## config.mk

```make
export PLATFORM = sky130hd
export DESIGN_NAME = adder_sequencer_flat
export DESIGN_NICKNAME = d
export VERILOG_FILES = /design/src/rtl/addseq_pkg.sv /design/src/rtl/adder_sequencer_if.sv /design/src/rtl/addseq_add.sv /design/src/rtl/adder_sequencer.sv /design/src/flat_wrapper.sv
export SDC_FILE = /design/constraint.sdc
export NUM_CORES = 1
export LEC_CHECK = 0
export CAP_MARGIN = 20
export CORE_AREA = 2 2 118 120
export CTS_CLUSTER_SIZE = 28
export DETAILED_ROUTE_END_ITERATION = 7
export DIE_AREA = 0 0 120 122
export PLACE_DENSITY = 0.42
export SLEW_MARGIN = 20
export SYNTH_ARGS = -nofsm -noshare
export SYNTH_HDL_FRONTEND = slang
export SYNTH_SLANG_ARGS = --single-unit
```

## constraint.sdc

```tcl
create_clock -name clk -period 4.55 [get_ports clk]
set_clock_uncertainty 0.05 [all_clocks]
set_input_delay 0.91 -clock clk [delete_from_list [all_inputs] [get_ports clk]]
set_output_delay 0.91 -clock clk [all_outputs]
set_load 0.03 [all_outputs]
```

## src/rtl/addseq_pkg.sv

```systemverilog
// Shared constants for the adder sequencer: state encodings, result beat
// indices, z-word flag positions and group sizes.
package addseq_pkg;

    typedef enum logic [1:0] {
        ST_LOAD    = 2'd0,
        ST_COMPUTE = 2'd1,
        ST_OUTPUT  = 2'd2
    } state_e;

    localparam logic [2:0] IDX_V = 3'd0;
    localparam logic [2:0] IDX_W = 3'd1;
    localparam logic [2:0] IDX_X = 3'd2;
    localparam logic [2:0] IDX_Y = 3'd3;
    localparam logic [2:0] IDX_Z = 3'd4;

    localparam int FLAG_C0   = 0;
    localparam int FLAG_C1   = 1;
    localparam int FLAG_C2   = 2;
    localparam int FLAG_ZERO = 3;

    localparam int NUM_OPERANDS = 4;
    localparam int NUM_RESULTS  = 5;
    localparam int NUM_STEPS    = 3;

endpackage

```

## src/rtl/adder_sequencer_if.sv

```systemverilog
// Operand and result streams of the adder sequencer.
// Handshake: a beat transfers on a rising clk edge where valid && ready are
// both high; the source holds data stable while valid is high and ready is
// low, and neither side derives its valid/ready from the other's signal.
interface adder_sequencer_if #(
    parameter int WIDTH = 8
);
    logic [WIDTH-1:0] in_data;
    logic             in_valid;
    logic             in_ready;
    logic [WIDTH-1:0] out_data;
    logic             out_valid;
    logic             out_ready;
    logic [2:0]       out_idx;

    // Producer/consumer side (drives operands, accepts results).
    modport master (
        output in_data, in_valid, out_ready,
        input  in_ready, out_data, out_valid, out_idx
    );

    // Sequencer side.
    modport slave (
        input  in_data, in_valid, out_ready,
        output in_ready, out_data, out_valid, out_idx
    );
endinterface

```

## src/rtl/addseq_add.sv

```systemverilog
// Shared combinational WIDTH-bit adder.
// Macro ADDSEQ_SAT_EN: when defined the sum saturates to all-ones on carry;
// carry_out always reports the raw carry either way.
module addseq_add #(
    parameter int WIDTH = 8
) (
    input  logic [WIDTH-1:0] op_a,
    input  logic [WIDTH-1:0] op_b,
    output logic [WIDTH-1:0] sum,
    output logic             carry_out
);
    logic [WIDTH:0] raw;

    assign raw       = {1'b0, op_a} + {1'b0, op_b};
    assign carry_out = raw[WIDTH];

`ifdef ADDSEQ_SAT_EN
    assign sum = raw[WIDTH] ? {WIDTH{1'b1}} : raw[WIDTH-1:0];
`else
    assign sum = raw[WIDTH-1:0];
`endif

endmodule

```

## src/rtl/adder_sequencer.sv

```systemverilog
// Adder sequencer: collects a,b,c,d serially, reduces them with one shared
// adder over three cycles, then emits v,w,x,y,z serially.
// Macro ADDSEQ_SAT_EN (in addseq_add) selects saturating adder steps.
module adder_sequencer
    import addseq_pkg::*;
#(
    parameter int WIDTH = 8
) (
    input  logic                clk,
    input  logic                reset,
    adder_sequencer_if.slave    bus,
    output logic                busy,
    output logic [1:0]          state_dbg
);
    localparam logic [1:0] LOAD    = ST_LOAD;
    localparam logic [1:0] COMPUTE = ST_COMPUTE;
    localparam logic [1:0] OUTPUT  = ST_OUTPUT;

    logic [1:0]       state;
    logic [1:0]       op_cnt;
    logic [1:0]       step;
    logic [2:0]       idx;
    logic [WIDTH-1:0] ops [NUM_OPERANDS];
    logic [WIDTH-1:0] res [NUM_RESULTS];
    logic             c0;
    logic             c1;

    logic [WIDTH-1:0] add_a;
    logic [WIDTH-1:0] add_b;
    logic [WIDTH-1:0] add_sum;
    logic             add_carry;
    logic [WIDTH-1:0] z_word;

    // Handshake outputs depend only on state, never on the peer.
    assign bus.in_ready  = (state == LOAD);
    assign bus.out_valid = (state == OUTPUT);
    assign bus.out_data  = (state == OUTPUT) ? res[idx] : '0;
    assign bus.out_idx   = idx;
    assign busy          = (state != LOAD);
    assign state_dbg     = state;

    // Steer the operand pair for the current compute step into the adder.
    always_comb begin
        add_a = ops[0];
        add_b = ops[1];
        case (step)
            2'd1: begin
                add_a = ops[2];
                add_b = ops[3];
            end
            2'd2: begin
                add_a = res[IDX_V];
                add_b = res[IDX_W];
            end
            default: begin
                add_a = ops[0];
                add_b = ops[1];
            end
        endcase
    end

    addseq_add #(.WIDTH(WIDTH)) u_add (
        .op_a      (add_a),
        .op_b      (add_b),
        .sum       (add_sum),
        .carry_out (add_carry)
    );

    // Flag word built during the final step, using that step's carry and sum.
    always_comb begin
        z_word            = '0;
        z_word[FLAG_C0]   = c0;
        z_word[FLAG_C1]   = c1;
        z_word[FLAG_C2]   = add_carry;
        z_word[FLAG_ZERO] = (add_sum == '0);
    end

    // Sequencer FSM: load operands, run three adder steps, stream results.
    always_ff @(posedge clk) begin
        if (reset) begin
            state  <= LOAD;
            op_cnt <= '0;
            step   <= '0;
            idx    <= '0;
            c0     <= 1'b0;
            c1     <= 1'b0;
            for (int i = 0; i < NUM_OPERANDS; i++) ops[i] <= '0;
            for (int i = 0; i < NUM_RESULTS; i++)  res[i] <= '0;
        end else begin
            case (state)
                LOAD: begin
                    if (bus.in_valid) begin
                        ops[op_cnt] <= bus.in_data;
                        op_cnt      <= op_cnt + 2'd1;
                        if (op_cnt == 2'(NUM_OPERANDS - 1)) begin
                            state <= COMPUTE;
                            step  <= '0;
                        end
                    end
                end
                COMPUTE: begin
                    case (step)
                        2'd0: begin
                            res[IDX_V] <= add_sum;
                            c0         <= add_carry;
                            step       <= 2'd1;
                        end
                        2'd1: begin
                            res[IDX_W] <= add_sum;
                            c1         <= add_carry;
                            step       <= 2'd2;
                        end
                        default: begin
                            res[IDX_X] <= add_sum;
                            res[IDX_Y] <= WIDTH'(c0) + WIDTH'(c1) + WIDTH'(add_carry);
                            res[IDX_Z] <= z_word;
                            step       <= '0;
                            idx        <= IDX_V;
                            state      <= OUTPUT;
                        end
                    endcase
                end
                OUTPUT: begin
                    if (bus.out_ready) begin
                        if (idx == IDX_Z) begin
                            idx    <= '0;
                            op_cnt <= '0;
                            state  <= LOAD;
                        end else begin
                            idx <= idx + 3'd1;
                        end
                    end
                end
                default: state <= LOAD;
            endcase
        end
    end

endmodule

```

## src/flat_wrapper.sv

```systemverilog
// flat-port wrapper written by rule: the top's interface ports become plain ports
module adder_sequencer_flat import addseq_pkg::*;
#(
    parameter int WIDTH = 8
)
  (clk, reset, busy, state_dbg, bus_in_data, bus_in_valid, bus_out_ready, bus_in_ready, bus_out_data, bus_out_valid, bus_out_idx);
  adder_sequencer_if #(.WIDTH(WIDTH)) bus_i ();
  input  logic clk;
  input  logic reset;
  output logic busy;
  output logic [1:0] state_dbg;
  input wire logic [$bits(bus_i.in_data)-1:0] bus_in_data;
  input wire logic [$bits(bus_i.in_valid)-1:0] bus_in_valid;
  input wire logic [$bits(bus_i.out_ready)-1:0] bus_out_ready;
  output wire logic [$bits(bus_i.in_ready)-1:0] bus_in_ready;
  output wire logic [$bits(bus_i.out_data)-1:0] bus_out_data;
  output wire logic [$bits(bus_i.out_valid)-1:0] bus_out_valid;
  output wire logic [$bits(bus_i.out_idx)-1:0] bus_out_idx;
  assign bus_i.in_data = bus_in_data;
  assign bus_i.in_valid = bus_in_valid;
  assign bus_i.out_ready = bus_out_ready;
  assign bus_in_ready = bus_i.in_ready;
  assign bus_out_data = bus_i.out_data;
  assign bus_out_valid = bus_i.out_valid;
  assign bus_out_idx = bus_i.out_idx;
  adder_sequencer #(.WIDTH(WIDTH)) u_core (.clk(clk), .reset(reset), .bus(bus_i), .busy(busy), .state_dbg(state_dbg));
endmodule
```

Yosys cells after proc, flatten, opt, wreduce, memory -nomap -nowiden --
Memories as Yosys holds them, arrays and structs flattened. A register that Yosys moved wholly into a read port is not among the register bits. Index checks and enable logic that the tools add are counted.
Word-level totals: register bits 11, memory bits (writable) 72, input port bits 12, output and inout port bits 16, word-level logic and storage cells 91, memories kept 2
Operators by class: $add $sub $neg 5, eq/ne operators 11, muxes and demuxes 47, bitwise logic cells 5, reduce and logical (&&, ||, !) cells 15
Memories:
- u_core.res | depth 5, width 8, read ports 3, clocked after Yosys merged registers in 1, wr ports 5, line adder_sequencer.sv:24 | logic [WIDTH-1:0] res [NUM_RESULTS];
- u_core.ops | depth 4, width 8, read ports 4, clocked after Yosys merged registers in 0, wr ports 4, line adder_sequencer.sv:23 | logic [WIDTH-1:0] ops [NUM_OPERANDS];
Operators by type and width (number):
- $mux 8 | 7
- $pmux 8 s2 | 2
- $mux 1 | 19
- $mux 2 | 9
- $mux 3 | 5
- $pmux 2 s2 | 3
- $add 8x8->9 | 1
- $add 8x1->8 | 1
- $logic_not 8->1 | 1
- $reduce_bool 2->1 | 4
- $reduce_or 8->1 | 1
- $eq 2x2->1 const B | 3
- $ne 2x2->1 const B | 3
- $pmux 2 s3 | 1
- $pmux 3 s2 | 1
- $reduce_and 3->1 | 2
- $or 1x1->1 | 5
- $reduce_and 5->1 | 1
- $eq 2x1->1 const B | 2
- $logic_not 2->1 | 2
- $ne 2x1->1 const B | 2
- $reduce_and 2->1 | 2
- $reduce_and 4->1 | 1
- $add 3x1->3 const B | 1
- 4 further kinds | 4

Depth between registers and ports, before layout --
Gate-level depths: netlist (run 1).
word-level depth 7, gate-level depth with buffers 16, gate-level depth less buffers 14

Cells and area by module --
A second synthesis (run 1) with hierarchy kept.
Unflattened totals: cell total of the unflattened synthesis 332, area, all modules 3878.7 um2
By module, submodules not included:
- adder_sequencer | instances 1, cells each 288, area each 3527.1 um2, seq. area each 2142.1 um2
- addseq_add | instances 1, cells each 44, area each 351.6 um2, seq. area each 0.0 um2

Least setup slack after synthesis (run 1) --
Ideal clock, no wire load.
path kind register -> register, from reg u_core.step[0], to mem u_core.res[3][2], data pin, arrival time 3.082 ns, required time 4.245 ns, slack 1.163 ns, stages on the path, launching flop included 17, buffers on the path 2, period minus slack after synthesis 3.387 ns, cell sequence dfxtp_1 inv_1 ha_1 clkbuf_1 clkbuf_1 a22oi_1 a21oi_1 ha_1 fa_1 a21o_1 a221oi_2 o21bai_1 a21oi_2 inv_1 ha_1 ha_1 and2_1
RTL lines:
- start: declaration | line adder_sequencer.sv:21 | logic [1:0] step;
- start signal: assignment | line adder_sequencer.sv:83 | step <= '0;
- start signal: assignment | line adder_sequencer.sv:97 | step <= '0;
- start signal: assignment | line adder_sequencer.sv:106 | step <= 2'd1;
- end: declaration | line adder_sequencer.sv:24

==> out/qor.txt, run 1 <==
status: complete, no violations
largest net degree at the start of global routing: 33
synthesized cell area: 0.00391 sq mm
Post-DP Area: 0.00435 sq mm
Critical Path End Type: flop
I/O pin total: 28
Multi-input gate area: 0.00164 sq mm
iteration count of the initial detailed-routing pass: 4
GR Overflow Total: 0
max_cap viols: 0
Clock Tree Root: clkbuf_16
Yosys reg bits: 77
Initial Utilization: 0.290
antenna violations before repair: 0
Syn Area/Cell: 11.9 sq um
GRT Total Usage: 0.122
Wirelength per Cell: 15.4 microns
hold_sp: u_core.step[0]$_SDFFE_PP0P_
clock share of power: 0.400
Critical R2R Launch: u_core.step[0]$_SDFFE_PP0P_
Sw Share: 0.237
Core Box Area: 0.0135 sq mm
internal reg-to-reg setup slack: 690 ps
CP peak stage delay: 850 ps
WL met2: 3840 microns
Worst Hold Endpoint: u_core.step[0]$_SDFFE_PP0P_
pin slew with the least headroom to its limit: 853 ps
CTS H-tree depth: 3
number of nets in the layout: 385
Hold Path Cell Cnt: 2
Unique masters post-synth: 48
DRC viols: 0
post-DP HPWL: 6430 microns
vias in the first global route: 2411
worst setup path category: flop to flop
met3 WL: 141 microns
Fill cells: 1351
Cell Pwr Density: 347 mW/mm^2
Async SR Flop Fraction: 0
Power Internal: 1.22 mW
Max Clk Rate: 0.259 GHz
Reg2Reg Depth: 13
Ys Warns: 0
DRT iter0 DRCs: 95
slowest cell on the critical path: ha_1
first-pass GRT wire length: 13600 microns
post-CTS sizing: 0
Peak VDD IR: 0.138 mV
Comb pwr share: 0.094
final setup vio count: 0
Critical Path, Cell by Cell: inv_1 > ha_1 > a21oi_1 > ha_1 > fa_1 > a21o_1 > a221oi_2 > o21bai_1 > a21oi_2 > inv_1 > ha_1 > ha_1 > and2_1
Reg area: 0.00217 sq mm
Area growth syn-to-layout: 17.9%
DIE AREA: 0.0146 sq mm
Pleak: 1.64 nW
Clock Sinks: 77
part of the power in registers: 0.507
Hold Path Class: flop to flop
Fin Hold WS: 457 ps
vias per std cell: 4.52
Die Height: 122 microns
port bufs: 27
Slew Viols, Final: 0
Reg-to-Reg End: u_core.res[3][2]$_SDFFCE_PN0P_
DIE WIDTH: 120 microns
most used cell, CP: ha_1
vias: 2433
Worst EP arrival: 3890 ps
Max FO, Critical Path: 32
WL met1: 4130 microns
total negative setup slack: 0 ps
switching pwr: 0.380 mW
top layer used by detailed routing: met4
WP data required: 4580 ps
# Post-CTS Setup Buffers: 0
latest clock arrival within the worst-skew pair: 330 ps
remaining antenna violation count: 0
Final period util: 0.848
Syn Inst Count: 330
Ant. Diodes: 0
layout cells sized above 1: 0.0950
minimum clock period: 3860 ps
RSZ-0062 raised after global routing: no
cell area after layout: 0.00462 sq mm
Fin. Hold Viols: 0
wire length after detailed routing: 8260 microns
Num CTS Buffers: 9
Total Power: 1.60 mW
hold_buf cts: 0
sequential area share after synthesis: 0.555
CTS tree: done
Post-synth top flop: edfxtp_1
Relative slew margins: 0.432
Synth Net Count: 362
Placer Congestion: 0.777
startpoint types: flop
clock buffer depth: 2
Row Count: 43
EDFF count, synth: 63
clk slew on worst S/H paths: 50 ps
-- routing by layer --
metal | vias up | global-route usage
met3 | 10 | 0.0187
met1 | 1143 | 0.168
met5 | - | 0
met4 | 0 | 0.0574
li1 | 1254 | -
met2 | 26 | 0.190
-- layout by cell type (no fill, tap or decap), types with 6 or more instances in the layout --
master	count
edfxtp_1	63
nor2_1	40
and2_1	36
a21oi_1	35
clkdlybuf4s50_1	27
ha_1	18
a22oi_1	16
dfxtp_1	14
inv_1	9
mux2i_1	9
clkbuf_16	9
o21ai_0	7
nand2_1	6
-- flip-flops by register name, summed over array words and instances (netlist names), named ones only --
name	count
u_core.res	31
u_core.c1	1
u_core.ops	32
u_core.op_cnt	2
u_core.state_dbg	2
u_core.c0	1
u_core.step	2
u_core.bus.out_idx	3
-- power by group through the flow --
stage / Sequential (mW) / Combinational [mW] / Clock (mW)
3_5_place_dp: 0.827 / 0.153 / 0
2_1_floorplan: 0.818 / 0.108 / 0
4_1_cts: 0.812 / 0.153 / 0.659
3_3_place_gp: 0.827 / 0.152 / 0
5_1_grt: 0.815 / 0.170 / 0.685
6_report: 0.812 / 0.150 / 0.641
-- area by class of cell --
class                           instances  share of cell area
Sequential cell                        77               0.471
Multi-Input combinational cell        227               0.355
Timing Repair Buffer                   28              0.0602
Clock buffer                            9              0.0488
Tap cell                              180              0.0488
Clock inverter                          7             0.00895
Inverter                               10             0.00813
-- worst max path at each step --
stage | start | endpoint | slack, ps
final | u_core.step[0]$_SDFFE_PP0P_ | u_core.res[3][2]$_SDFFCE_PN0P_ | 690
after global routing | u_core.step[1]$_SDFFE_PP0P_ | u_core.res[3][2]$_SDFFCE_PN0P_ | 360
after detailed placement | u_core.step[0]$_SDFFE_PP0P_ | u_core.res[3][2]$_SDFFCE_PN0P_ | 640
after CTS | u_core.step[0]$_SDFFE_PP0P_ | u_core.res[3][2]$_SDFFCE_PN0P_ | 640
after floorplan | u_core.step[0]$_SDFFE_PP0P_ | u_core.res[3][2]$_SDFFCE_PN0P_ | 1160
after global placement | u_core.step[0]$_SDFFE_PP0P_ | u_core.res[3][2]$_SDFFCE_PN0P_ | 770
-- kinds of logic after synthesis --
logic type	share of synthesized area
AND/OR/NAND/NOR	0.178
flip-flops	0.555
AO/OA/AOI/OAI	0.118
buffers and inverters	0.0269
adder cells (fa/ha/maj)	0.0678
multiplexers	0.0432
XOR/XNOR	0.0112
-- through the flow --
stage | cells | setup slack [ps] | util
detailed placement | 522 | 639 | 0.322
CTS | 538 | 637 | 0.342
floorplan | 330 | 1160 | -
global route | 538 | 360 | 0.342
finish | 538 | 692 | 0.342
global placement | 522 | 773 | 0.322
-- synth_stat cells (all sizes together) (2+ instances only) --
library cell  count  area, sq um
mux4              3         67.6
a22oi            16          120
fa                2         40.0
and2             36          225
clkbuf           12         45.0
dfxtp            14          280
a21oi            36          184
buf               4         22.5
nor2b             3         18.8
inv              10         37.5
xnor2             2         17.5
or2               4         25.0
a21o              4         30.0
ha               18          225
nand3b            3         22.5
a311oi            3         32.5
nor3              6         35.0
xor2              3         26.3
edfxtp           63         1890
o21ai             7         35.0
nor4b             3         71.3
mux2i             9         90.1
and3              2         12.5
nor2             40          150
nand2             7         28.8
nand2b            4         25.0
-- worst max-delay path: cells and delay by family (launching register included) --
kind	cells	cell delay (ps)
AOI/OAI and AO/OA	5	1020
adders and majority gates	5	1900
buffers and inverters	2	170
DFF	1	350
and+or+nand+nor	1	130
No activity file was read; power rests on OpenSTA's default activity.
==> run 2: changes to the inputs <==
clock period = 3.9 ns   (was 4.55 ns; I/O delays follow)
==> run 2 against run 1 <==
Effect of this change:
- non-clock buffer count up 3
- largest cell class unchanged
- largest power group is now the clock network
- first-iteration DRC count grew 46%
- die area unchanged
==> out/qor.txt, run 2 (synthesis gave the netlist of run 1 again) <==
WP data required: 3940 ps (was 4580 ps)
vias per std cell: 4.59 (was 4.52)
Max FO, Critical Path: 16 (was 32)
Fin Hold WS: 450 ps (was 457 ps)
Top reg by flops: u_core.ops (unchanged)
Hold Path Class: flop to flop (unchanged)
fin cells: 541 (was 538)
Peak VDD IR: 0.166 mV (was 0.138 mV)
Worst EP arrival: 3620 ps (was 3890 ps)
first-pass GRT wire length: 13400 microns (was 13600 microns)
most used cell, CP: ha_1 (unchanged)
worst setup path category: flop to flop (unchanged)
Fin. Hold Viols: 0 (unchanged)
iteration count of the initial detailed-routing pass: 4 (unchanged)
commonest cells after routing, fill and taps aside: edfxtp_1, nor2_1, and2_1, a21oi_1, clkdlybuf4s50_1 (unchanged)
Slew Viols, Final: 0 (unchanged)
DRC viols: 0 (unchanged)
Critical Path End Type: flop (unchanged)
crit path from: u_core.step[0]$_SDFFE_PP0P_ (unchanged)
Final period util: 0.918 (was 0.848)
# placed instances: 525 (was 522)
GRT Total Usage: 0.123 (was 0.122)
routing usage on met3: 0.0257 (was 0.0187)
Layout Utilization: 0.349 (was 0.342)
Max Clk Rate: 0.279 GHz (was 0.259 GHz)
post-DP HPWL: 6470 microns (was 6430 microns)
Fill cells: 1343 (was 1351)
max_cap viols: 0 (unchanged)
Critical Path, Cell by Cell: inv_1 > ha_1 > a22oi_1 > a21oi_1 > ha_1 > fa_1 > a21o_1 > a221oi_2 > o21bai_1 > a21oi_2 > inv_1 > ha_1 > ha_1 > and2_1 (was inv_1 > ha_1 > a21oi_1 > ha_1 > fa_1 > a21o_1 > a221oi_2 > o21bai_1 > a21oi_2 > inv_1 > ha_1 > ha_1 > and2_1)
CP peak stage delay: 420 ps (was 850 ps)
hold_sp: u_core.step[1]$_SDFFE_PP0P_ (was u_core.step[0]$_SDFFE_PP0P_)
Critical R2R Launch: u_core.step[0]$_SDFFE_PP0P_ (unchanged)
hold_buf cts: 0 (unchanged)
Clock Sinks: 77 (unchanged)
Clock Tree Root: clkbuf_16 (unchanged)
CTS tree: done (unchanged)
GR Overflow Total: 0 (unchanged)
Core Box Area: 0.0135 sq mm (unchanged)
RSZ-0062 raised after global routing: no (unchanged)
Initial Utilization: 0.290 (unchanged)
cell area after layout: 0.00471 sq mm (was 0.00462 sq mm)
pin slew with the least headroom to its limit: 605 ps (was 853 ps)
cell family with most CP delay: adder cells (unchanged)
GRT busiest layer: met2 (unchanged)
Total Power: 2.07 mW (was 1.60 mW)
CTS H-tree depth: 3 (unchanged)
startpoint types: flop (unchanged)
post-route worst setup slack: 320 ps (was 692 ps)
Area growth syn-to-layout: 20.4% (was 17.9%)
vias in the first global route: 2456 (was 2411)
wire length after detailed routing: 8360 microns (was 8260 microns)
# Post-CTS Setup Buffers: 0 (unchanged)
Ant. Diodes: 0 (unchanged)
GR met1 Demand/Resource: 0.165 (was 0.168)
I/O pin total: 28 (unchanged)
GRT met2 Usage: 0.192 (was 0.190)
latest clock arrival within the worst-skew pair: 340 ps (was 330 ps)
minimum clock period: 3580 ps (was 3860 ps)
clock buffer depth: 2 (unchanged)
number of nets in the layout: 388 (was 385)
slowest cell on the critical path: fa_1 (was ha_1)
Placer Congestion: 0.734 (was 0.777)
largest net degree at the start of global routing: 25 (was 33)
post-CTS sizing: 0 (unchanged)
pre-CTS setup slack: 309 ps (was 639 ps)
Largest register FFs: 32 (unchanged)
DIE AREA: 0.0146 sq mm (unchanged)
Buf+Inv Stages, Crit Path: 2 (unchanged)
remaining antenna violation count: 0 (unchanged)
most common library cell in the layout ignoring fill and taps: edfxtp_1 (unchanged)
status: complete, no violations (unchanged)
total negative setup slack: 0 ps (unchanged)
Wirelength per Cell: 15.5 microns (was 15.4 microns)
antenna violations before repair: 0 (unchanged)
vias: 2484 (was 2433)
layout cells sized above 1: 0.102 (was 0.0950)
Cell Pwr Density: 440 mW/mm^2 (was 347 mW/mm^2)
Post-DP Area: 0.00437 sq mm (was 0.00435 sq mm)
Num CTS Buffers: 9 (unchanged)
Row Count: 43 (unchanged)
Relative slew margins: 0.596 (was 0.432)
Pleak: 1.69 nW (was 1.64 nW)
final setup vio count: 0 (unchanged)
Die Height: 122 microns (unchanged)
DRT iter0 DRCs: 139 (was 95)
DIE WIDTH: 120 microns (unchanged)
clk slew on worst S/H paths: 50 ps (about the same)
port bufs: 27 (unchanged)
[run 2: final timing paths]
| check | endpoint | depth (start not counted) | slack, ps |
|---|---|---|---|
| setup reg to reg | u_core.res[3][2]$_SDFFCE_PN0P_ | 14 | 320 |
| hold / removal | u_core.step[1]$_SDFFE_PP0P_ | 2 | 450 |
| setup / recovery | u_core.res[3][2]$_SDFFCE_PN0P_ | 14 | 320 |
| hold reg to reg | u_core.step[1]$_SDFFE_PP0P_ | 2 | 450 |
[run 2: power by group]
part           internal, mW  leakage (nW)  total, mW  switching [mW]
clock network         0.625         0.164      0.950           0.325
logic                0.0744         0.760      0.174          0.0999
registers             0.926         0.766      0.947          0.0209
[run 2: cell type report]
| cell class | instances | area, sq um | share of cell area |
|---|---|---|---|
| clock buffer | 10 | 229 | 0.0486 |
| sequential | 77 | 2170 | 0.461 |
| multi-input combinational | 227 | 1640 | 0.347 |
| clock inverter | 6 | 111 | 0.0236 |
| timing repair buffer | 31 | 300 | 0.0637 |
| inverter | 10 | 37.5 | 0.00797 |
| tap | 180 | 225 | 0.0478 |
[run 2: routing by layer]
layer	up-vias	wire [microns]	share of wire
met2	40	3880	0.46
li1	1256	-	-
met1	1176	4030	0.48
met4	0	148	0.018
met5	-	0	0
met3	12	300	0.036
[run 2: worst register-to-register path: cells and delay by family (launching register included)]
family	cells	cell delay [ps]
buf+inv	2	160
flops	1	350
fa+ha+maj	5	1410
simple gates	1	130
compound gates	6	1240
==> run 3: changes to the inputs <==
GPL_ROUTABILITY_DRIVEN = 0   (was unset)
==> results of run 3 <==
Final layout, timing and power as in run 2 (identical DEF).
